==> src/rtl/alu_pkg.sv <==
// Shared ALU definitions.
//   acc_state_t   : state encoding of the signed_accumulator controller
//   acc_cnt_width : width of a beat counter able to hold the value 'count'
package alu_pkg;

  typedef enum logic [1:0] {
    ACC_IDLE  = 2'd0,
    ACC_ACCUM = 2'd1,
    ACC_DONE  = 2'd2
  } acc_state_t;

  function automatic int acc_cnt_width(input int count);
    return $clog2(count + 1);
  endfunction

endpackage

==> src/rtl/signed_adder.sv <==
// Two's-complement adder, purely combinational.
//   a, b     : SIZE-bit operands
//   result   : SIZE+1-bit sum; result[SIZE] is the carry out of the SIZE-bit add
//   overflow : set when the SIZE-bit sum wrapped modulo 2^SIZE
// The low SIZE bits are the same whether the operands are read as signed or
// unsigned, so the downstream accumulator keeps only those and tracks the wrap
// through 'overflow'.
module signed_adder #(
  parameter int SIZE = 8
) (
  input  logic [SIZE-1:0] a,
  input  logic [SIZE-1:0] b,
  output logic [SIZE:0]   result,
  output logic            overflow
);

  assign result   = {1'b0, a} + {1'b0, b};
  assign overflow = result[SIZE];

endmodule

==> src/rtl/signed_accumulator.sv <==
// Multi-operand add/accumulate stage. Folds COUNT operands, accepted over a
// valid/ready handshake, into a running SIZE-bit sum and presents the sum plus
// a sticky wrap flag on a valid/ready output.
//   clk, reset        : clock, synchronous active-high reset
//   clear             : synchronous abort, returns to IDLE and drops any beat
//   in_valid/in_ready : operand handshake, in_data is the operand
//   out_valid/out_ready : result handshake
//   out_sum           : accumulated sum modulo 2^SIZE
//   out_overflow      : sticky OR of adder overflow over the burst
//
// state     | meaning
// ----------+-----------------------------------------------
// ACC_IDLE  | empty, acc/ovf/cnt are zero, waiting first beat
// ACC_ACCUM | partial burst held, accepting further beats
// ACC_DONE  | result valid and held until out_ready
module signed_accumulator
  import alu_pkg::*;
#(
  parameter int SIZE  = 8,
  parameter int COUNT = 4
) (
  input  logic            clk,
  input  logic            reset,
  input  logic            clear,
  input  logic            in_valid,
  output logic            in_ready,
  input  logic [SIZE-1:0] in_data,
  output logic            out_valid,
  input  logic            out_ready,
  output logic [SIZE-1:0] out_sum,
  output logic            out_overflow
);

  localparam int CW = acc_cnt_width(COUNT);

  acc_state_t      state, state_n;
  logic [SIZE-1:0] acc, acc_n;
  logic            ovf, ovf_n;
  logic [CW-1:0]   cnt, cnt_n;

  logic [SIZE:0]   add_result;
  logic            add_ovf;
  logic            adder_carry_unused;
  logic            beat;

  signed_adder #(.SIZE(SIZE)) u_adder (
    .a        (acc),
    .b        (in_data),
    .result   (add_result),
    .overflow (add_ovf)
  );

  // The carry only matters through add_ovf; the sum keeps the low SIZE bits.
  assign adder_carry_unused = add_result[SIZE];

  // Handshake outputs are pure state decodes; clear is resolved in next-state.
  assign in_ready     = (state != ACC_DONE);
  assign out_valid    = (state == ACC_DONE);
  assign out_sum      = acc;
  assign out_overflow = ovf;
  assign beat         = in_valid && in_ready;

  always_comb begin
    state_n = state;
    acc_n   = acc;
    ovf_n   = ovf;
    cnt_n   = cnt;
    unique case (state)
      ACC_IDLE, ACC_ACCUM: begin
        if (beat) begin
          acc_n   = add_result[SIZE-1:0];
          ovf_n   = ovf | add_ovf;
          cnt_n   = cnt + CW'(1);
          state_n = (cnt_n == CW'(COUNT)) ? ACC_DONE : ACC_ACCUM;
        end
      end
      ACC_DONE: begin
        if (out_ready) begin
          state_n = ACC_IDLE;
          acc_n   = '0;
          ovf_n   = 1'b0;
          cnt_n   = '0;
        end
      end
      default: begin
        state_n = ACC_IDLE;
        acc_n   = '0;
        ovf_n   = 1'b0;
        cnt_n   = '0;
      end
    endcase
    // Abort wins over any beat or result transfer in the same cycle.
    if (clear) begin
      state_n = ACC_IDLE;
      acc_n   = '0;
      ovf_n   = 1'b0;
      cnt_n   = '0;
    end
  end

  always_ff @(posedge clk) begin
    if (reset) begin
      state <= ACC_IDLE;
      acc   <= '0;
      ovf   <= 1'b0;
      cnt   <= '0;
    end else begin
      state <= state_n;
      acc   <= acc_n;
      ovf   <= ovf_n;
      cnt   <= cnt_n;
    end
  end

endmodule

==> config.mk <==
export PLATFORM = sky130hd
export DESIGN_NAME = signed_accumulator
export DESIGN_NICKNAME = d
export VERILOG_FILES = /design/src/rtl/alu_pkg.sv /design/src/rtl/signed_adder.sv /design/src/rtl/signed_accumulator.sv
export SDC_FILE = /design/constraint.sdc
export NUM_CORES = 1
export LEC_CHECK = 0
export ABC_AREA = 1
export CORE_ASPECT_RATIO = 0.8
export CORE_MARGIN = 2
export CORE_UTILIZATION = 46
export CTS_BUF_LIST = sky130_fd_sc_hd__clkbuf_4 sky130_fd_sc_hd__clkbuf_8
export CTS_CLUSTER_DIAMETER = 150
export DETAILED_ROUTE_END_ITERATION = 10
export PLACE_DENSITY = 0.84
export SYNTH_ARGS = -nofsm -noshare
export SYNTH_HDL_FRONTEND = slang
export SYNTH_HIERARCHICAL = 1
export SYNTH_SLANG_ARGS = --single-unit
==> constraint.sdc <==
create_clock -name clk -period 1.65 [get_ports clk]
set_input_delay 0.4125 -clock clk [delete_from_list [all_inputs] [get_ports clk]]
set_output_delay 0.4125 -clock clk [all_outputs]
set_load 0.1 [all_outputs]
==> results of run 1 <==
[worst min-delay path by stage]
stage                          start    endpoint  slack [ns]
after floorplan               cnt[2]      cnt[2]        0.46
after global placement        cnt[2]      cnt[2]        0.47
after detailed placement      cnt[2]      cnt[2]        0.49
after CTS                     cnt[2]      cnt[2]        0.50
after global routing      out_sum[7]  out_sum[7]        0.52
final                         cnt[2]      cnt[2]        0.50
[registers in the layout (all words and copies together) (netlist names)]
name          count
cnt               3
out_overflow      1
out_sum           8
state             2
[layer usage]
layer | up-vias | GRT usage | routed length (um)
met5 | - | 0 | 0
met4 | 0 | 0.119 | 63
met3 | 9 | 0.0625 | 171
met2 | 44 | 0.379 | 1340
met1 | 509 | 0.267 | 1170
li1 | 542 | - | -
[worst max-delay path, cell delays in order (launching register included)]
cell      delay, ns
dfxtp_4        0.37
ha_4           0.16
fa_2           0.41
nand2_2        0.07
nand2_2        0.07
nand3b_4       0.09
nand2_2        0.06
nand2_1        0.08
nand2_1        0.05
nand4_1        0.06
a21oi_1        0.06
[where the power goes]
part,switching (W),total (W),internal [W]
logic,0.000163,0.000304,0.000141
clock network,0.000131,0.000266,0.000135
registers,0.0000173,0.000360,0.000343
[area by class of cell]
cell class | instances | share of cell area
tap | 25 | 0.0194
multi-input combinational | 107 | 0.448
inverter | 20 | 0.0466
clock buffer | 4 | 0.0225
timing repair buffer | 35 | 0.273
sequential | 14 | 0.191
[through the flow]
step	total power [W]	worst slack (ns)	setup TNS, ns
after global routing	0.000972	-0.0210	-0.0525
after global placement	0.000634	-0.418	-2.35
after floorplan	0.000538	-0.396	-0.396
after CTS	0.000912	0.00795	0
after detailed placement	0.000642	-0.481	-2.68
final	0.000930	0.0405	0
[cells in the final DEF, fill, tap and decap left out, types with 2 or more instances in the layout]
cell type	n
dfxtp_1	6
a21oi_1	14
o21ai_0	2
ha_4	6
buf_4	12
nand2_2	8
inv_1	19
dfxtp_4	7
dlymetal6s2s_1	4
xnor2_1	2
nand3_1	6
nand4_1	9
or2_4	2
buf_12	11
clkdlybuf4s50_1	6
clkbuf_4	3
ha_1	4
nand2_1	33
nor2_1	12
[what timing repair did]
action,in CTS,in global routing
buffers inserted,0,4
pin swaps,0,9
resized for setup,4,12
endpoints found under the setup margin,4,6
==> results.tsv, run 1 <==
metric	value	unit
clkTransAtPathRegs	0.09	ns
drc	0	
yosys_warnings	6	
maxSlewHeadroom	0.758	
flow.area_growth_from_synthesis	59.4	%
num_rows	15	
grt_max_degree	13	
fin_hold_ws	0.496	ns
root_buffer	clkbuf_4	
crit_required	1.83	ns
power.density	577	nW/um^2
cts_buffers	3	
vias	1104	
finalSetupViolCount	0	
timing.rr.start	out_sum[0]	
finalClockSkew	0.00243	ns
drive_above_1_share	0.322	
end_kind	flop	
rsz0062_at_grt	yes	
ant_nets	0	
clock_latency	0.30	ns
hp-class	flop to flop	
gp_congestion	0.889	
max-vdd-ir-drop	0.468	mV
antenna_found_initial	0	
ios	24	
crit_fanout	3	
via_per_inst	5.39	
cts_sinks	14	
start_util	0.477	
grt_pass1_wl	4.42	mm
cp-endpoint	out_sum[6]	
avgSynthCellArea	6.92	sq um
first_pass_iters	4	
synth_cells	146	
fin_crit	1.61	ns
syn_nets	170	
gr-total-overflow	0	
seqCellArea	308	sq um
cp-start-kind	flop	
reg2reg_slack	0.04	ns
port-buffer-count	23	
cp-startpoint	out_sum[0]	
timing.rr.end	out_sum[6]	
multi_input_area	722	sq um
cap_violations	0	
fmax	621	MHz
placed_cells_incl_taps	197	
critical_path_arrival	1.79	ns
post_drt_wl_per_cell	13.4	um
finalHoldViolations	0	
synth.cell_area	1010	sq um
grt_pass1_vias	1034	
drtIter0Drc	27	
hold_path_depth	2	
holdBufCountCts	0	
htree_num_levels	1	
dp_hpwl	1.94	mm
stdcell_count	205	
die_h	45.9	um
cts_tree	yes	
clockBufferDepth	2	
coreArea	2120	sq um
worstSetupPathType	flop to flop	
drv_slew	0	
fin_area	1610	sq um
nFillCells	145	
grt_usage	0.225	
placed_area	1460	sq um
reg2regPathDepth	10	
worst_slew_pin_slew	0.363	ns
finalWirelength	2.75	mm
n_antenna_cell	0	
die_area	2590	sq um
post-route-period-util	0.975	
finalNetCount	205	
status	completed	
leakagePower	0.750	nW
die_x	56.4	um
final_util	0.760	
Power figures use the tool's default switching activity.
==> run 2: changes to the inputs <==
Settings changed: CORE_UTILIZATION 46 to 40, PLACE_DENSITY 0.84 to 0.75.
==> run 2 against run 1 <==
  * Highest routed layer unchanged
  * Cell count grew 3.9%
  * Register-to-register slack gained 0.03 ns
  * Routed wire length shrank 7.8%
  * Worst setup slack gained 0.015 ns
  * Combinational power shrank 4%
  * Flip-flop and latch count is the same
  * Clock power grew 3%
  * Maximum frequency grew 0.92%
  * Utilization shrank 9.3 points
  * Clock skew grew 0.0049 ns
  * First-iteration DRC count shrank 3.7%
==> results.tsv, run 2 (same netlist as run 1, synthesis figures left out) <==
metric	value	unit	change
slowest_stage	fa_2		
cp-start-kind	input pin		
largest_reg_flops	8		unchanged
die_h	49.0	um	+6.6%
fin_hold_ws	0.497	ns	+0.00113 ns
setup_tns	0	ns	unchanged
n_antenna_cell	0		unchanged
worstSetupPathType	input pin to flop		
max_stage_delay	0.36	ns	-0.05 ns
clockBufferDepth	2		unchanged
ant_nets	0		unchanged
drv_slew	0		unchanged
antenna_found_initial	0		unchanged
power.density	573	nW/um^2	-0.67%
stdcell_count	213		+3.9%
gp_congestion	0.860		-3.3%
post_drt_wl_per_cell	11.9	um	-11%
maxSlewHeadroom	0.733		-0.0246
ios	24		unchanged
flow.area_growth_from_synthesis	59.9	%	
max-vdd-ir-drop	0.350	mV	-25%
grt_usage	0.183		-0.0413
crit_fanout	2		-1
finalNetCount	202		-1.5%
fin_crit	1.59	ns	-0.0146 ns
post-route-period-util	0.967		-0.00887
finalClockSkew	0.00735	ns	+0.00492 ns
dp_slack	-0.473	ns	+0.00778 ns
leakagePower	0.749	nW	about the same
worst_slew_pin_slew	0.400	ns	+0.0368 ns
first_pass_iters	4		unchanged
final_common_cell	nand2_1		
port-buffer-count	23		unchanged
cp_cell_sequence	dlygate4sd2_1, ha_4, fa_2, nand2_2, nand2_2, nand2_1, xnor2_1, nand4_1, a21oi_1		
mostFrequentLayoutCells	nand2_1 (33), inv_1 (19), a21oi_1 (14), nor2_1 (12), buf_12 (12)		
dp_hpwl	1.89	mm	-2.4%
nFillCells	208		+43%
clkTransAtPathRegs	0.11	ns	+0.02 ns
grt_pass1_wl	4.21	mm	-4.7%
placed_cells_incl_taps	209		+6.1%
timing.final.ws_setup	0.0551	ns	+0.0146 ns
clock_latency	0.30	ns	about the same
num_rows	16		+1
gr-total-overflow	0		unchanged
root_buffer	clkbuf_4		
cts_sinks	14		unchanged
cap_violations	0		unchanged
finalHoldViolations	0		unchanged
grt_pass1_vias	972		-6.0%
cts_buffers	3		unchanged
cts_tree	yes		
crit_buf_inv	1		+1
htree_num_levels	1		unchanged
cts_setup_buffers	0		unchanged
grt_max_degree	13		unchanged
die_x	60.2	um	+6.7%
crit_required	1.87	ns	+0.04 ns
start_util	0.417		-0.0593
coreArea	2420	sq um	+14%
vias	1046		-5.3%
critical_path_arrival	1.81	ns	+0.02 ns
finalSetupViolCount	0		unchanged
drc	0		unchanged
drive_above_1_share	0.311		-0.0115
finalWirelength	2.54	mm	-7.8%
multi_input_area	722	sq um	unchanged
crit_family	adder cells		
final_util	0.667		-0.0925
die_area	2950	sq um	+14%
status	completed		
drtIter0Drc	26		-3.7%
seqCellArea	308	sq um	unchanged
hp-class	flop to flop		
fmax	627	MHz	+0.92%
end_kind	flop		
via_per_inst	4.91		-8.8%
holdBufCountCts	0		unchanged
path_common_cell	nand2_2		
run 2: cell types whose count changed in the layout (fill, tap and decap cells not counted):
cell,delta
buf_12,+1
buf_4,-4
clkdlybuf4s15_1,-1
clkdlybuf4s50_1,-1
dlygate4sd2_1,+1
dlymetal6s2s_1,+1
run 2: per-layer routing:
layer | vias up | global-route usage | share of wire
li1 | 540 | - | -
met1 | 481 | 0.249 | 0.46
met2 | 21 | 0.295 | 0.49
met3 | 4 | 0.0451 | 0.045
met4 | 0 | 0.0333 | 0.0079
met5 | - | 0 | 0
run 2: final timing paths:
| path | from | endpoint | slack (ns) | cells past startpoint |
|---|---|---|---|---|
| min reg2reg | out_overflow | out_overflow | 0.50 | 2 |
| max | in_data[0] | out_sum[4] | 0.06 | 9 |
| max reg2reg | out_sum[0] | out_sum[4] | 0.07 | 8 |
| min | out_overflow | out_overflow | 0.50 | 2 |
run 2: stage by stage:
| stage | power [W] | instance area [sq um] |
|---|---|---|
| CTS | 0.000905 | 1530 |
| finish | 0.000927 | 1620 |
| global route | 0.000964 | 1620 |
| global placement | 0.000635 | 1500 |
| detailed placement | 0.000642 | 1500 |
| floorplan | 0.000538 | 1060 |
run 2: final cells by class:
class                      instances  share of cell area
multi-input combinational        107               0.447
timing repair buffer              32               0.266
sequential                        14               0.190
inverter                          20              0.0464
tap                               36              0.0279
clock buffer                       4              0.0224
run 2: power by group:
part | leakage, nW | switching, W | internal [W]
sequential | 0.120 | 0.0000166 | 0.000343
clock | 0.0210 | 0.000141 | 0.000134
combinational | 0.609 | 0.000157 | 0.000135
total | 0.749 | 0.000315 | 0.000612
run 2: timing repair:
item,in CTS,in global routing
pin swaps,0,7
resized for setup,2,14
endpoints found under the setup margin,3,6
run 2: worst register-to-register path, stage by stage (launching register included):
cell	delay, ns
dfxtp_4	0.38
ha_4	0.16
fa_2	0.36
nand2_2	0.09
nand2_2	0.07
nand2_1	0.08
xnor2_1	0.11
nand4_1	0.11
a21oi_1	0.16
==> run 3: changes to the inputs <==
Settings changed: CORE_ASPECT_RATIO 0.8 to 1.25.
==> run 3 against run 2 <==
  * First-iteration DRC count rose by 23%
  * Design area barely moved
  * Maximum frequency rose by 2.0%
  * Count of clock-buffer cells in the layout did not move
  * Sequential share of layout area barely moved
  * Largest cell class unchanged
  * Highest routed layer unchanged
==> results.tsv, run 3 (same netlist as run 1, synthesis figures left out) <==
metric	value	unit	change
whs_endpoint	cnt[2]		
ant_nets	0		unchanged
dp_slack	-0.460	ns	+0.0130 ns
finalNetCount	204		+0.99%
htree_num_levels	1		unchanged
n_antenna_cell	0		unchanged
power.density	558	nW/um^2	-2.7%
max-vdd-ir-drop	0.488	mV	+39%
drv_slew	0		unchanged
seqCellArea	308	sq um	unchanged
via_per_inst	4.90		-0.30%
flow.area_growth_from_synthesis	59.8	%	about the same
routed-wl-met2	1.38	mm	+11%
finalSetupViolCount	0		unchanged
drtIter0Drc	32		+23%
start_util	0.416		-0.000861
cts_sinks	14		unchanged
hold_path_depth	2		unchanged
end_kind	flop		
num_rows	20		+4
grt_max_degree	13		unchanged
coreArea	2430	sq um	+0.21%
critical_path_arrival	1.71	ns	-0.10 ns
rsz0062_at_grt	no		
gp_congestion	0.868		+0.91%
status	completed		
nFillCells	219		+5.3%
antenna_found_initial	0		unchanged
final_util	0.665		-0.00189
leakagePower	0.753	nW	+0.48%
maxSlewHeadroom	0.729		-0.00433
timing.final.ws_setup	0.0871	ns	+0.0320 ns
post_drt_wl_per_cell	11.9	um	+0.27%
mostFrequentLayoutCells	nand2_1 (33), inv_1 (19), a21oi_1 (14), nor2_1 (12)		
met1_length	1.05	mm	-9.9%
drive_above_1_share	0.318		+0.00770
reg2regPathDepth	10		+2
vias	1038		-0.76%
clock_latency	0.28	ns	-0.02 ns
grt_usage	0.186		+0.00263
hp-class	flop to flop		
crit_required	1.80	ns	-0.07 ns
worstHoldStart	cnt[2]		
grt_pass1_vias	974		+0.21%
finalHoldViolations	0		unchanged
first_pass_iters	4		unchanged
cap_violations	0		unchanged
timing.rr.start	out_sum[0]		
worstSetupPathType	input pin to flop		
crit_fanout	2		unchanged
largest_reg_flops	8		unchanged
clockBufferDepth	2		unchanged
timing.rr.end	out_sum[6]		
holdBufCountCts	0		unchanged
port-buffer-count	23		unchanged
cp-start-kind	input pin		
root_buffer	clkbuf_4		
gr-total-overflow	0		unchanged
fmax	640	MHz	+2.0%
fin_crit	1.56	ns	-0.0320 ns
finalWirelength	2.53	mm	-0.20%
route.met3.wl	101	um	-12%
grt_pass1_wl	4.21	mm	unchanged
post-route-period-util	0.947		-0.0194
multi_input_area	722	sq um	unchanged
clkTransAtPathRegs	0.08	ns	-0.03 ns
cts_tree	yes		
setup_tns	0	ns	unchanged
die_area	2950	sq um	unchanged
drc	0		unchanged
design_power_total	0.000902	W	-2.7%
worst_slew_pin_slew	0.406	ns	+0.00650 ns
final_common_cell	nand2_1		
dp_hpwl	1.91	mm	+0.63%
die_x	49.0	um	-19%
cts_setup_buffers	0		unchanged
reg2reg_slack	0.11	ns	+0.04 ns
die_h	60.2	um	+23%
finalClockSkew	0.00438	ns	-0.00297 ns
highest_layer	met4		
ios	24		unchanged
cts_buffers	3		unchanged
run 3: cell count changes in the layout (fill, tap and decap cells not counted):
cell,delta
buf_4,+3
buf_12,-1
run 3: worst max-delay path: stages:
cell and delay, ns:
dlygate4sd2_1 0.26, ha_4 0.16, fa_2 0.34, nand2_2 0.08
nand2_2 0.07, nand3b_4 0.08, nand2_2 0.05, nand2_1 0.06
nand2_1 0.04, nand4_1 0.08, a21oi_1 0.06
run 3: final cells by class:
cell class / instances / area share
Tap cell: 33 / 0.0256
Timing Repair Buffer: 34 / 0.268
Inverter: 20 / 0.0465
Sequential cell: 14 / 0.191
Clock buffer: 4 / 0.0225
Multi-Input combinational cell: 107 / 0.447
run 3: how the worst max path moves through the flow:
stage | startpoint | end | slack, ns | cells past startpoint
after floorplan | state[1] | in_ready | -0.40 | 4
after global placement | in_data[0] | out_sum[6] | -0.41 | 11
after detailed placement | in_data[0] | out_sum[6] | -0.46 | 11
after CTS | in_data[2] | out_sum[5] | 0.007 | 8
after global routing | out_sum[0] | out_sum[6] | 0.004 | 9
final | in_data[0] | out_sum[6] | 0.09 | 11
run 3: routing by layer:
layer | track usage | vias up
met5 | 0 | -
met4 | 0.0735 | 0
met3 | 0.0200 | 2
met2 | 0.352 | 26
met1 | 0.215 | 475
li1 | - | 535
run 3: timing repair:
item,4_1_cts,5_1_grt
pin swaps,0,5
endpoints found under the setup margin,6,5
gates resized for setup,6,11
run 3: per-stage QoR:
stage | instance area [sq um] | cells | hold WS (ns)
2_1_floorplan | 1060 | 146 | 0.457
3_3_place_gp | 1500 | 208 | 0.472
3_5_place_dp | 1500 | 208 | 0.491
4_1_cts | 1570 | 212 | 0.503
5_1_grt | 1620 | 212 | 0.519
6_report | 1620 | 212 | 0.497
run 3: power breakdown:
part,total [W],switching [W],internal (W)
Sequential,0.000360,0.0000170,0.000343
Clock,0.000244,0.000110,0.000134
Combinational,0.000298,0.000160,0.000139
